**src/rtl/instruction_fetch_pkg.sv**
```systemverilog
// Shared phase codes and instruction encodings for the fetch stage.
package instruction_fetch_pkg;

    localparam logic [4:0]  PH_F     = 5'b00001;
    localparam logic [4:0]  PH_D     = 5'b00010;
    localparam logic [31:0] INSN_NOP = 32'h0000_0000;

    function automatic logic word_aligned(input logic [31:0] addr);
        return addr[1:0] == 2'b00;
    endfunction

endpackage

```
**src/rtl/instruction_fetch_if.sv**
```systemverilog
// Instruction-memory read port: single outstanding request, ack carries the data.
interface instruction_fetch_if;

    logic        imem_req;
    logic [31:0] imem_addr;
    logic        imem_ack;
    logic [31:0] imem_rdata;

    modport master (output imem_req, imem_addr, input imem_ack, imem_rdata);
    modport slave  (input imem_req, imem_addr, output imem_ack, imem_rdata);

endinterface

```
**src/rtl/instruction_fetch_timeout_ctr.sv**
```systemverilog
// Saturating wait counter; hit flags the cycle in which the count reaches LIMIT (LIMIT >= 1).
module fetch_timeout_ctr #(
    parameter logic [7:0] LIMIT = 8'd255
) (
    input  logic clk,
    input  logic n_rst,
    input  logic clr,
    input  logic en,
    output logic hit
);

    logic [7:0] cnt;

    always_ff @(posedge clk or negedge n_rst) begin
        if (!n_rst) begin
            cnt <= '0;
        end else if (clr) begin
            cnt <= '0;
        end else if (en && cnt != LIMIT) begin
            cnt <= cnt + 8'd1;
        end
    end

    // Asserted while the increment at this edge would take the count to LIMIT.
    assign hit = en && (cnt >= LIMIT - 8'd1);

endmodule

```
**src/rtl/instruction_fetch.sv**
```systemverilog
// Fetch stage: one imem read per PH_F, result latched into IR, decode stalled while waiting.
//   state | meaning
//   IDLE  | no fetch since reset/halt
//   REQ   | read outstanding, waiting for imem_ack or timeout
//   DONE  | IR settled (data or NOP), waiting for next PH_F
module instruction_fetch
    import instruction_fetch_pkg::*;
#(
    parameter logic [7:0]  TIMEOUT  = 8'd255,
    parameter logic [31:0] NOP_INSN = INSN_NOP
) (
    input  logic                       clk,
    input  logic                       n_rst,
    input  logic                       hlt,
    input  logic [4:0]                 phase,
    input  logic [31:0]                pc,
    instruction_fetch_if.master        imem,
    output logic [31:0]                ir,
    output logic                       ir_valid,
    output logic                       fetch_stall,
    output logic                       fetch_fault
);

    typedef enum logic [1:0] {IDLE, REQ, DONE} state_e;

    state_e state_q, state_d;
    logic   start;
    logic   load_data;
    logic   load_nop;
    logic   fault_d;
    logic   tmo_hit;

    always_ff @(posedge clk or negedge n_rst) begin
        if (!n_rst) begin
            state_q <= IDLE;
        end else if (hlt) begin
            state_q <= IDLE;
        end else begin
            state_q <= state_d;
        end
    end

    // A PH_F seen while still in REQ is a sequencer protocol error and is dropped.
    always_comb begin
        state_d   = state_q;
        start     = 1'b0;
        load_data = 1'b0;
        load_nop  = 1'b0;
        fault_d   = 1'b0;
        case (state_q)
            IDLE, DONE: begin
                if (phase == PH_F) begin
                    start = 1'b1;
                    if (!word_aligned(pc)) begin
                        state_d  = DONE;
                        load_nop = 1'b1;
                        fault_d  = 1'b1;
                    end else begin
                        state_d = REQ;
                    end
                end
            end
            REQ: begin
                if (imem.imem_ack) begin
                    state_d   = DONE;
                    load_data = 1'b1;
                end else if (tmo_hit) begin
                    state_d  = DONE;
                    load_nop = 1'b1;
                    fault_d  = 1'b1;
                end
            end
            default: state_d = IDLE;
        endcase
    end

    fetch_timeout_ctr #(.LIMIT(TIMEOUT)) u_tmo (
        .clk   (clk),
        .n_rst (n_rst),
        .clr   (hlt || start),
        .en    (state_q == REQ && !imem.imem_ack),
        .hit   (tmo_hit)
    );

    always_ff @(posedge clk or negedge n_rst) begin
        if (!n_rst) begin
            imem.imem_addr <= '0;
            ir             <= NOP_INSN;
            ir_valid       <= 1'b0;
            fetch_fault    <= 1'b0;
        end else if (hlt) begin
            imem.imem_addr <= '0;
            ir             <= NOP_INSN;
            ir_valid       <= 1'b0;
            fetch_fault    <= 1'b0;
        end else begin
            fetch_fault <= fault_d;
            if (start) begin
                imem.imem_addr <= pc;
                ir_valid       <= 1'b0;
            end
            if (load_data) begin
                ir       <= imem.imem_rdata;
                ir_valid <= 1'b1;
            end else if (load_nop) begin
                ir <= NOP_INSN;
            end
        end
    end

    // Registered-state based so the sequencer never sees a path from imem_ack.
    assign imem.imem_req = (state_q == REQ);
    assign fetch_stall   = (state_q == REQ) && (phase == PH_D);

endmodule

```
**src/flat_wrapper.sv**
```systemverilog
// flat-port wrapper written by rule: the top's interface ports become plain ports
module instruction_fetch_flat import instruction_fetch_pkg::*;
#(
    parameter logic [7:0]  TIMEOUT  = 8'd255,
    parameter logic [31:0] NOP_INSN = INSN_NOP
)
  (clk, n_rst, hlt, phase, pc, ir, ir_valid, fetch_stall, fetch_fault, imem_imem_req, imem_imem_addr, imem_imem_ack, imem_imem_rdata);
  instruction_fetch_if imem_i ();
  input  logic clk;
  input  logic n_rst;
  input  logic hlt;
  input  logic [4:0] phase;
  input  logic [31:0] pc;
  output logic [31:0] ir;
  output logic ir_valid;
  output logic fetch_stall;
  output logic fetch_fault;
  output wire logic [$bits(imem_i.imem_req)-1:0] imem_imem_req;
  output wire logic [$bits(imem_i.imem_addr)-1:0] imem_imem_addr;
  input wire logic [$bits(imem_i.imem_ack)-1:0] imem_imem_ack;
  input wire logic [$bits(imem_i.imem_rdata)-1:0] imem_imem_rdata;
  assign imem_imem_req = imem_i.imem_req;
  assign imem_imem_addr = imem_i.imem_addr;
  assign imem_i.imem_ack = imem_imem_ack;
  assign imem_i.imem_rdata = imem_imem_rdata;
  instruction_fetch #(.TIMEOUT(TIMEOUT), .NOP_INSN(NOP_INSN)) u_core (.clk(clk), .n_rst(n_rst), .hlt(hlt), .phase(phase), .pc(pc), .imem(imem_i), .ir(ir), .ir_valid(ir_valid), .fetch_stall(fetch_stall), .fetch_fault(fetch_fault));
endmodule
```
**config.mk**
```make
export PLATFORM = sky130hd
export DESIGN_NAME = instruction_fetch_flat
export DESIGN_NICKNAME = d
export VERILOG_FILES = /design/src/rtl/instruction_fetch_pkg.sv /design/src/rtl/instruction_fetch_if.sv /design/src/rtl/instruction_fetch_timeout_ctr.sv /design/src/rtl/instruction_fetch.sv /design/src/flat_wrapper.sv
export SDC_FILE = /design/constraint.sdc
export NUM_CORES = 1
export LEC_CHECK = 0
export CAP_MARGIN = 25
export CORE_ASPECT_RATIO = 0.75
export CORE_MARGIN = 5
export CORE_UTILIZATION = 40
export CTS_CLUSTER_DIAMETER = 120
export CTS_CLUSTER_SIZE = 40
export DETAILED_ROUTE_END_ITERATION = 8
export GPL_TIMING_DRIVEN = 0
export PLACE_DENSITY = 0.86
export SLEW_MARGIN = 20
export SYNTH_ARGS = -nofsm -noshare
export SYNTH_HDL_FRONTEND = slang
export SYNTH_HIERARCHICAL = 1
export SYNTH_SLANG_ARGS = --single-unit
```
**constraint.sdc**
```tcl
create_clock -name clk -period 4.5 [get_ports clk]
set_input_delay 0.9 -clock clk [delete_from_list [all_inputs] [get_ports clk]]
set_output_delay 0.9 -clock clk [all_outputs]
set_load 0.05 [all_outputs]
```
==> results of run 1 <==
## power by group
part	switching (mW)	leakage, nW	internal (mW)
registers	0.00239	1.06	0.687
clock network	0.248	0.117	0.370
logic	0.0769	0.865	0.0735
total	0.327	2.04	1.13
## worst register-to-register path, stage by stage (launching register included)
cell and delay, ns:
dfrtp_1 0.45, nor3b_1 0.39, buf_2 0.27, o21ai_0 0.11, nor3_1 0.34, nor2_1 0.11
o32a_4 0.29, buf_6 0.16, a32o_1 0.26
## kinds of logic after synthesis
| family | synth area share |
|---|---|
| compound gates | 0.242 |
| flops | 0.578 |
| mux | 0.00685 |
| simple gates | 0.115 |
| fa+ha+maj | 0.00761 |
| buf+inv | 0.0502 |
## final cells by class
| cell class | instances | area (um2) | area share |
|---|---|---|---|
| Sequential cell | 76 | 1900 | 0.375 |
| Timing Repair Buffer | 141 | 1420 | 0.279 |
| Multi-Input combinational cell | 190 | 1220 | 0.241 |
| Buffer | 29 | 135 | 0.0266 |
| Tap cell | 105 | 131 | 0.0259 |
| Clock buffer | 10 | 128 | 0.0251 |
| Clock inverter | 6 | 111 | 0.0219 |
| Inverter | 8 | 30.0 | 0.00591 |
## how the worst min path moves through the flow
stage,startpoint,to,slack [ns],cells past startpoint
after global placement,u_core/ir[26]$_DFFE_PN0P_,u_core/ir[26]$_DFFE_PN0P_,0.51,1
after floorplan,u_core/u_tmo/cnt[4]$_DFFE_PN0P_,u_core/u_tmo/cnt[4]$_DFFE_PN0P_,0.52,1
after global routing,n_rst,u_core/imem.imem_addr[10]$_DFFE_PN0P_,0.51,1
after detailed placement,u_core/ir[20]$_DFFE_PN0P_,u_core/ir[20]$_DFFE_PN0P_,0.52,1
final,n_rst,u_core/imem.imem_addr[8]$_DFFE_PN0P_,0.51,1
after CTS,n_rst,u_core/imem.imem_addr[10]$_DFFE_PN0P_,0.51,1
## cell usage in the layout (no fill, tap or decap), types with 2 or more instances in the layout
cell             instances
ha_1                     2
nand3_1                 36
a21oi_1                 37
clkbuf_1                23
nand2b_1                 2
nor3_1                   5
clkdlybuf4s50_1        139
bufinv_16                3
inv_1                    8
nor2_1                   6
or3_1                    2
clkbuf_8                 9
o21ai_0                 37
a32o_1                  32
buf_2                    3
dfrtp_1                 76
nor3b_1                  2
and4_1                   3
buf_6                    3
a211oi_1                 2
a31oi_1                  2
nand2_1                  5
mux2_2                   2
## registers in the layout (all words and copies together) (netlist names)
name	count
u_core/state_q	2
u_core/ir_valid	1
u_core/imem.imem_addr	32
u_core/fetch_fault	1
u_core/ir	32
u_core/u_tmo/cnt	8
## through the flow
stage                     setup WS [ns]  std cells  area (um2)
after global routing              0.278        565        5080
after detailed placement          0.433        549        4840
after floorplan                    1.72        303        3290
after CTS                         0.431        565        5080
after global placement          -0.0821        548        4820
final                             0.407        565        5080
## routing by layer
metal  track usage  vias to the layer above  part of all wire
li1              -                     1452                 -
met1         0.253                     1556              0.42
met2         0.335                      118              0.48
met3        0.0684                       14             0.073
met4        0.0565                        0             0.020
met5             0                        -                 0
==> results.cfg, run 1 <==
[outcome]
outcome = finished clean

[logic_synthesis]
ys.flop_type = dfrtp_1
async_flop_share = 1.00
synth_area_per_cell_um2 = 10.9
synth_edf_count = 0
ys_seq_elements = 76
seq_area_frac_synth = 0.578
synth_top_area_frac = 0.578
synthTopCellsByCount = dfrtp_1, a21oi_1, o21ai_0
synth_area_um2 = 3290
synth.distinct_cells = 36
synth_most_common_cell = dfrtp_1
synth_warnings = 6
synth_cells = 303
synth_area_leaders = dfrtp_1, a32o_1, a21oi_1
syn_nets = 378
yosys.area.top_type = dfrtp_1

[timing]
setup_tns_ns = 0
hold_slack_ns = 0.508
clock-skew-final_ns = 0.00616
slew_headroom = 0.391
hold_viol = 0
tightest_slew_ns = 0.906
post-route-period-util = 0.910
rsz0062_at_grt = false
timing.fmax_mhz = 244
setup_viol = 0
period_needed_ns = 4.09
drv_slew = 0

[min_path]
hold_class = in2async

[routing]
routed_wl_um = 10100
routedWlPerCell_um = 17.8
num_vias = 3140
viasPerCell = 5.56
ant_nets = 0
dr.pass1.iters = 4
drt-initial-drc-count = 207
drc_errors = 0

[die]
start_util = 0.413
dieArea_um2 = 10200
die_h_um = 88.5
die_w_um = 115
coreArea_um2 = 7950
io_pins = 141
rows = 28

[critical_path]
worstPathMaxFanout = 7
critPathKind = in2out
critPathMaxStageDelay_ns = 0.81
cp_top_family = buffers and inverters
crit_end = fetch_stall
reg2reg_depth = 8
cp_common_cell = clkdlybuf4s50_1
worstPathArrival_ns = 3.19
startpoint = phase[3]
required_ns = 3.60
critical_path.cell_chain = clkdlybuf4s50_1 > nor3_1 > and4_1 > clkdlybuf4s50_1
r2r_start = u_core/state_q[0]$_DFFE_PN0P_
cp_num_buf_inv = 2
start_kind = primary input
end_kind = output pin
rrSetupSlack_ns = 2.00
cp.depth = 4
cp_slowest_cell = clkdlybuf4s50_1
reg2reg_to = u_core/ir[19]$_DFFE_PN0P_

[clocking]
cts_buffers = 9
cts_tree = done
hold_buffers = 0
clockBufferDepth = 2
cts_root_buffer = clkbuf_8
clk_pin_slew_ns = 0.08
ctsHtreeMaxLevel = 3
post_cts_resized = 0
cts_sinks = 76
post_cts_buffers = 0
clk_latency_ns = 0.34

[global_route]
grt.total_usage = 0.201
grt_pass1_wl_um = 16200
grt_antenna_before_repair = 0
grt_pass1_vias = 3288
grt_max_degree = 42
grt-ovfl-total = 0

[finish]
postLayoutCoreUtil = 0.638
nets = 530
diodes = 0
layout-area-overhead-vs-synth_pct = 54.4
n_fill_cell = 678
drive_gt1_frac = 0.0652

[placement]
place_hpwl_um = 7570
gp_congestion = 0.887
io_buffers = 140

[pwr]
p_leak_nw = 2.04
ir_worst_vdd_mv = 0.216
p_per_area_nw_per_um2 = 287
finalPower_mw = 1.46

[flow_run]
maxCapViolCount = 0
Note: power is estimated with default switching activity, not from simulation.
==> run 2: changes to the inputs <==
--- a/config.mk
+++ b/config.mk
@@ -7,7 +7,7 @@
 export LEC_CHECK = 0
 export CAP_MARGIN = 25
 export CORE_ASPECT_RATIO = 0.75
-export CORE_MARGIN = 5
+export CORE_MARGIN = 1
 export CORE_UTILIZATION = 40
 export CTS_CLUSTER_DIAMETER = 120
 export CTS_CLUSTER_SIZE = 40
@@ -19,3 +19,4 @@
 export SYNTH_HDL_FRONTEND = slang
 export SYNTH_HIERARCHICAL = 1
 export SYNTH_SLANG_ARGS = --single-unit
+export TNS_END_PERCENT = 30
==> run 2 against run 1 <==
Compared with the run above:
- register-to-register slack better by 0.15 ns
- die area down 15%
- final cell count down 0.18%
- critical path type unchanged
- highest routed layer unchanged
- worst setup slack worse by 0.046 ns
- sequential power about the same
- largest cell class unchanged
- core utilization about the same
- count of clock-buffer cells in the layout up 1
- clock power down 8.9%
- sequential share of layout area up 0.18 points
- fmax down 1.1%
- hold slack about the same
- flip-flop and latch count unchanged
==> results.cfg, run 2 (synthesis gave the netlist of run 1 again) <==
[outcome]
outcome = finished clean

[die]
rows = 28
die_w_um = 107
dieArea_um2 = 8590
coreArea_um2 = 7920
die_h_um = 80.5
start_util = 0.415
io_pins = 141

[critical_path]
critPathKind = in2out
cp_slowest_cell = clkdlybuf4s50_1
critPathMaxStageDelay_ns = 0.82
critical_path.cell_chain = clkdlybuf4s50_1 > nor3_1 > and4_1 > clkdlybuf4s50_1
cp_common_cell = clkdlybuf4s50_1
start_kind = primary input
required_ns = 3.60
end_kind = output pin
worstPathMaxFanout = 7
worstPathArrival_ns = 3.24

[finish]
n_fill_cell = 683
reg.largest.list = u_core/imem.imem_addr: 32 flops, u_core/ir: 32 flops, u_core/u_tmo/cnt: 8 flops
final_area_um2 = 5050
drive_gt1_frac = 0.0632
final_cell_mix = clkdlybuf4s50_1, dfrtp_1, o21ai_0, a21oi_1, nand3_1
finalNonFillerCells = 564
nets = 530
layout-area-overhead-vs-synth_pct = 53.7
layout_commonest_cell = clkdlybuf4s50_1
diodes = 0

[global_route]
grt_pass1_vias = 3126
grt.total_usage = 0.223
grt_pass1_wl_um = 14900
grt_antenna_before_repair = 0
met2_usage = 0.372
grt_max_degree = 42
grt-busiest-layer = met2
met3_usage = 0.0552
grt-ovfl-total = 0
grtUsageMet1 = 0.294

[routing]
routed_wl_um = 9530
drt-initial-drc-count = 189
num_vias = 3154
dr.pass1.iters = 5
routedWlPerCell_um = 16.9
ant_nets = 0
drc_errors = 0
viasPerCell = 5.59

[clocking]
post_cts_buffers = 0
hold_buffers = 0
clk_pin_slew_ns = 0.08
clk_latency_ns = 0.33
cts_root_buffer = clkbuf_8
cts_buffers = 9
post_cts_resized = 0
ctsHtreeMaxLevel = 3
cts_tree = done
cts_sinks = 76
clockBufferDepth = 2

[timing]
post-route-period-util = 0.920
period_needed_ns = 4.14
tightest_slew_ns = 0.932
rsz0062_at_grt = false
setup_viol = 0
drv_slew = 0
hold_viol = 0
setup_tns_ns = 0
clock-skew-final_ns = 0.00585
slew_headroom = 0.374
timing.fmax_mhz = 242

[min_path]
hold_class = in2async

[pwr]
p_leak_nw = 2.03
p_per_area_nw_per_um2 = 277
ir_worst_vdd_mv = 0.174

[placement]
gp_congestion = 0.845
place_hpwl_um = 7030
dp.cells = 549
post_dp_cell_area_um2 = 4840
io_buffers = 140

[flow_run]
maxCapViolCount = 0
[run 2: cell type report]
cell class	count	area, um2	share of cell area
well taps	105	131	0.0260
multi-input cells	190	1220	0.242
clock inverters	4	73.8	0.0146
clock buffers	11	141	0.0280
plain buffers	29	135	0.0267
flip-flops and latches	76	1900	0.376
inverters	8	30.0	0.00594
repair buffers	141	1420	0.281
[run 2: per-layer routing]
layer	up-vias	routed length (um)	share of wire
met4	0	86	0.0090
met2	134	4770	0.50
met1	1552	4110	0.43
li1	1458	-	-
met3	10	560	0.059
met5	-	0	0
[run 2: worst max-delay path: cells and delay by family]
family	cells	cell delay [ns]
buffers and inverters	2	1.25
AND/OR/NAND/NOR	2	1.10
[run 2: path summary, 6_finish.rpt]
kind	endpoint	cells after the start	startpoint	slack, ns
max	fetch_stall	4	phase[3]	0.36
min	u_core/imem.imem_addr[8]$_DFFE_PN0P_	1	n_rst	0.51
max reg2reg	u_core/ir[14]$_DFFE_PN0P_	8	u_core/state_q[0]$_DFFE_PN0P_	2.15
min reg2reg	u_core/ir[16]$_DFFE_PN0P_	1	u_core/ir[16]$_DFFE_PN0P_	0.53
max in group asynchronous	u_core/ir[8]$_DFFE_PN0P_	2	n_rst	3.42
min in group clk	u_core/ir[16]$_DFFE_PN0P_	1	u_core/ir[16]$_DFFE_PN0P_	0.53
[run 2: through the flow]
stage          worst slack [ns]  total power [mW]  hold slack (ns)  utilization
2_1_floorplan              1.72             0.750            0.517            -
5_1_grt                   0.277              1.46            0.519        0.638
3_3_place_gp            -0.0683             0.848            0.512        0.609
6_report                  0.361              1.40            0.508        0.638
4_1_cts                   0.407              1.42            0.516        0.638
3_5_place_dp              0.406             0.853            0.518        0.611
[run 2: power breakdown]
part / total [mW] / switching, mW / internal (mW)
registers: 0.689 / 0.00239 / 0.687
logic: 0.150 / 0.0766 / 0.0736
clock network: 0.562 / 0.237 / 0.325
==> run 3: changes to the inputs <==
--- a/config.mk
+++ b/config.mk
@@ -12,7 +12,8 @@
 export CTS_CLUSTER_DIAMETER = 120
 export CTS_CLUSTER_SIZE = 40
 export DETAILED_ROUTE_END_ITERATION = 8
-export GPL_TIMING_DRIVEN = 0
+export GPL_TIMING_DRIVEN = 1
+export MAX_ROUTING_LAYER = met4
 export PLACE_DENSITY = 0.86
 export SLEW_MARGIN = 20
 export SYNTH_ARGS = -nofsm -noshare
==> run 3 against run 2 <==
Compared with the run above:
- register-to-register slack gained 0.02 ns
- flip-flop and latch count unchanged
- via count fell by 3.8%
- clock power increased by 9.1%
- largest power group unchanged
- largest cell class unchanged
- non-clock buffer count shrank 22
- wire length shrank 3.6%
- highest routed layer unchanged
- die area is the same
- critical endpoint unchanged
- fmax grew 21%
- hold slack got worse by 0.078 ns
==> results.cfg, run 3 (synthesis gave the netlist of run 1 again) <==
[outcome]
outcome = finished clean

[critical_path]
critPathMaxStageDelay_ns = 0.80
cp_common_cell = clkdlybuf4s50_1
critical_path.cell_chain = clkdlybuf4s50_1 > nor3_2 > and4_1 > clkdlybuf4s50_1
critPathKind = in2out
cp_top_family = buffers and inverters
required_ns = 3.60
cp_slowest_cell = clkdlybuf4s50_1
start_kind = primary input
worstPathMaxFanout = 2
cp_num_buf_inv = 2
end_kind = output pin
worstPathArrival_ns = 2.53

[die]
die_w_um = 107
start_util = 0.415
rows = 28
coreArea_um2 = 7920
dieArea_um2 = 8590
die_h_um = 80.5
io_pins = 141

[routing]
num_vias = 3034
drc_errors = 0
routedWlPerCell_um = 16.9
drt-initial-drc-count = 102
dr.pass1.iters = 4
ant_nets = 0
viasPerCell = 5.59
routed_wl_um = 9180

[clocking]
cts_buffers = 9
clockBufferDepth = 2
clk_latency_ns = 0.35
cts_tree = done
cts_sinks = 76
hold_buffers = 0
post_cts_buffers = 0
clk_pin_slew_ns = 0.08
ctsHtreeMaxLevel = 3
post_cts_resized = 0
cts_root_buffer = clkbuf_8

[pwr]
ir_worst_vdd_mv = 0.170
combPwrFrac = 0.102
p_switching_mw = 0.321
power_frac_clock = 0.423
p_int_mw = 1.13
p_per_area_nw_per_um2 = 289
seqPwrFrac = 0.475
switching_share = 0.222
p_leak_nw = 2.03

[timing]
setup_tns_ns = 0
hold_viol = 0
tightest_slew_ns = 0.827
layout_setup_ws_ns = 1.07
post-route-period-util = 0.762
rsz0062_at_grt = false
timing.fmax_mhz = 292
clock-skew-final_ns = 0.00656
hold_slack_ns = 0.430
period_needed_ns = 3.43
drv_slew = 0
slew_headroom = 0.443
setup_viol = 0

[flow_run]
maxCapViolCount = 0

[finish]
final_cell_mix = clkdlybuf4s50_1, dfrtp_1, o21ai_0, a21oi_1, nand3_1
drive_gt1_frac = 0.0799
postLayoutCoreUtil = 0.635
nets = 508
diodes = 0
layout-area-overhead-vs-synth_pct = 52.9
final_area_um2 = 5030
layout_commonest_cell = clkdlybuf4s50_1
reg.largest.list = u_core/imem.imem_addr: 32 flops, u_core/ir: 32 flops, u_core/u_tmo/cnt: 8 flops

[global_route]
grt.total_usage = 0.227
grt_pass1_wl_um = 14600
grt_max_degree = 77
grt_antenna_before_repair = 0
grt-ovfl-total = 0
grt_pass1_vias = 2890

[placement]
io_buffers = 140
place_hpwl_um = 6100
gp_congestion = 0.820
place_ws_ns = 0.947
post_dp_cell_area_um2 = 4740

[min_path]
hold_class = in2async
## run 3: cell types whose count changed in the layout (fill, tap and decap cells not counted), sizes merged
cell	before	now
clkinvlp	0	1
inv	8	9
bufinv	2	3
clkbuf	33	10
clkinv	2	1
## run 3: cell type report
| cell class | count | area (um2) |
|---|---|---|
| inverter | 8 | 30.0 |
| clock buffer | 10 | 128 |
| clock inverter | 6 | 111 |
| timing repair buffer | 148 | 1490 |
| multi-input combinational | 190 | 1240 |
| tap | 105 | 131 |
| fill | 669 | 2890 |
| sequential | 76 | 1900 |
## run 3: per-stage QoR
stage	power (mW)	std cells
3_5_place_dp	0.846	525
2_1_floorplan	0.750	303
5_1_grt	1.50	543
6_report	1.45	543
4_1_cts	1.47	541
3_3_place_gp	0.844	525
## run 3: per-layer routing
layer | GRT usage | part of all wire | vias up
met3 | 0.0560 | 0.056 | 12
met2 | 0.355 | 0.49 | 108
li1 | - | - | 1412
met5 | - | 0 | -
met4 | 0.0671 | 0.010 | 0
met1 | 0.293 | 0.44 | 1502
## run 3: power groups by stage
stage	Combinational (mW)	Clock, mW	Sequential (mW)
CTS	0.145	0.632	0.689
finish	0.148	0.613	0.689
global route	0.159	0.656	0.690
floorplan	0.0336	0	0.717
global placement	0.141	0	0.702
detailed placement	0.144	0	0.703
## run 3: worst paths after layout
path | cells after the start | to | startpoint | slack (ns)
max | 4 | fetch_stall | phase[3] | 1.07
max reg2reg | 4 | u_core/u_tmo/cnt[0]$_DFFE_PN0P_ | u_core/state_q[0]$_DFFE_PN0P_ | 2.17
min reg2reg | 1 | u_core/ir[2]$_DFFE_PN0P_ | u_core/ir[2]$_DFFE_PN0P_ | 0.53
min in group clk | 1 | u_core/ir[2]$_DFFE_PN0P_ | u_core/ir[2]$_DFFE_PN0P_ | 0.53
min | 1 | u_core/imem.imem_addr[7]$_DFFE_PN0P_ | n_rst | 0.43
max in group asynchronous | 2 | u_core/ir[14]$_DFFE_PN0P_ | n_rst | 3.50
==> patch (settings of run 3) <==
Reset style: synchronous (`n_rst`), changed in 3 clocked blocks.
--- a/src/rtl/instruction_fetch_timeout_ctr.sv
+++ b/src/rtl/instruction_fetch_timeout_ctr.sv
@@ -11,7 +11,7 @@
 
     logic [7:0] cnt;
 
-    always_ff @(posedge clk or negedge n_rst) begin
+    always_ff @(posedge clk) begin
         if (!n_rst) begin
             cnt <= '0;
         end else if (clr) begin
--- a/src/rtl/instruction_fetch.sv
+++ b/src/rtl/instruction_fetch.sv
@@ -30,7 +30,7 @@
     logic   fault_d;
     logic   tmo_hit;
 
-    always_ff @(posedge clk or negedge n_rst) begin
+    always_ff @(posedge clk) begin
         if (!n_rst) begin
             state_q <= IDLE;
         end else if (hlt) begin
@@ -82,7 +82,7 @@
         .hit   (tmo_hit)
     );
 
-    always_ff @(posedge clk or negedge n_rst) begin
+    always_ff @(posedge clk) begin
         if (!n_rst) begin
             imem.imem_addr <= '0;
             ir             <= NOP_INSN;
Check against the original RTL: differs if n_rst is asserted again (counterexample within 4 cycles, from zero or initial values and one cycle with n_rst low); with n_rst held inactive, the same outputs for 10 cycles.
==> patch against run 3 <==
Final area down 3.5%; power down 5.8%; setup slack better by 0.27 ns; wire length down 0.23%; synthesized area down 3.5%; via count up 7.8%; critical endpoint unchanged; sequential cell count unchanged; sequential share of layout area down 6.5 points.
==> patch: results (changes against run 3) <==
[metrics] beginning of the worst register-to-register path: u_core/state_q[0]$_SDFFE_PP0P_
[metrics] Register-to-Register Setup Slack: 1.83 ns (-0.34 ns)
[metrics] per-cell routed wire length: 15.0 um (-11%)
[metrics] result of the run: completed
[metrics] Layout fillers: 635 (-5.1%)
[metrics] data arrival time of the critical path: 2.26 ns (-0.27 ns)
[metrics] Post-Route M1 WL: 4.08 mm (+0.47%)
[metrics] maximum number of pins on one net before global-route repair: 37 (-52%)
[metrics] DR vias/cell: 5.37 (-3.9%)
[metrics] nets: 578 (+14%)
[metrics] adder-cell area share of the yosys netlist: 0.00789 (+0.000279)
[metrics] R2R Path End: u_core/ir[31]$_SDFFE_PP0P_
[metrics] Worst R2R Path Depth: 8 (+4)
[metrics] maximum single-stage delay on the critical path: 0.43 ns (-0.37 ns)
[metrics] compound-cell area share of the yosys netlist: 0.236 (-0.00572)
[metrics] clk_skew: 0.0135 ns (+0.00691 ns)
[metrics] async set or reset register ratio after synthesis: 0 (-1.00)
[metrics] vias in the first global route: 3081 (+6.6%)
[metrics] post-place instance area: 0.00462 mm2 (-2.6%)
[metrics] estimated wirelength of the detail-placed design: 6.45 mm (+5.7%)
[metrics] top post-synthesis cells by area: sky130_fd_sc_hd__dfxtp_1 48%, sky130_fd_sc_hd__o32ai_1 8.8%, sky130_fd_sc_hd__nand3_1 5.8%, sky130_fd_sc_hd__a21oi_1 5.7%, sky130_fd_sc_hd__o21ai_0 5.7%
[metrics] overall routing resource usage: 0.220 (-0.00631)
[metrics] number of unique standard cell types used by synthesis: 37 (+2.8%)
[metrics] commonest cells in the netlist: 76 x sky130_fd_sc_hd__dfxtp_1, 39 x sky130_fd_sc_hd__nand2_1, 37 x sky130_fd_sc_hd__nand3_1
[metrics] met3 WL post-DR: 559 um (+9.0%)
[metrics] met2 wire length: 4.40 mm (-2.7%)
[metrics] met3 layer usage reported by global route: 0.0550 (-0.000998)
[metrics] Post-Syn Nets: 449 (+19%)
[metrics] met2 usage in global routing: 0.356 (about the same)
[metrics] relative slew slack: 0.357 (-0.0854)
[metrics] static leakage power: 1.71 nW (-16%)
## patch: changes by cell type after synthesis, sizes merged, moves of 3 or more
cell and delta:
a32o -32, o32ai +32, dfrtp -76, inv +28
dfxtp +76, nand2 +34, clkbuf +3
## patch: where the power goes
part           internal (mW)  switching [mW]
combinational         0.0703          0.0552
clock                  0.316           0.251
sequential             0.673        0.000763
## patch: stage by stage
step                cells  setup WS, ns  hold slack, ns   util
floorplan             374         0.383           0.476      -
global placement      592          1.28           0.457  0.616
detailed placement    592          1.14           0.458  0.616
CTS                   608          1.33           0.467  0.645
global route          609          1.26           0.488  0.647
finish                609          1.34           0.466  0.647
## patch: layout make-up
cell class | count | area [um2] | area share
clock buffers | 11 | 131 | 0.0271
multi-input cells | 231 | 1380 | 0.284
well taps | 101 | 126 | 0.0261
clock inverters | 5 | 85.1 | 0.0175
flip-flops and latches | 76 | 1520 | 0.314
repair buffers | 149 | 1470 | 0.304
inverters | 36 | 135 | 0.0279
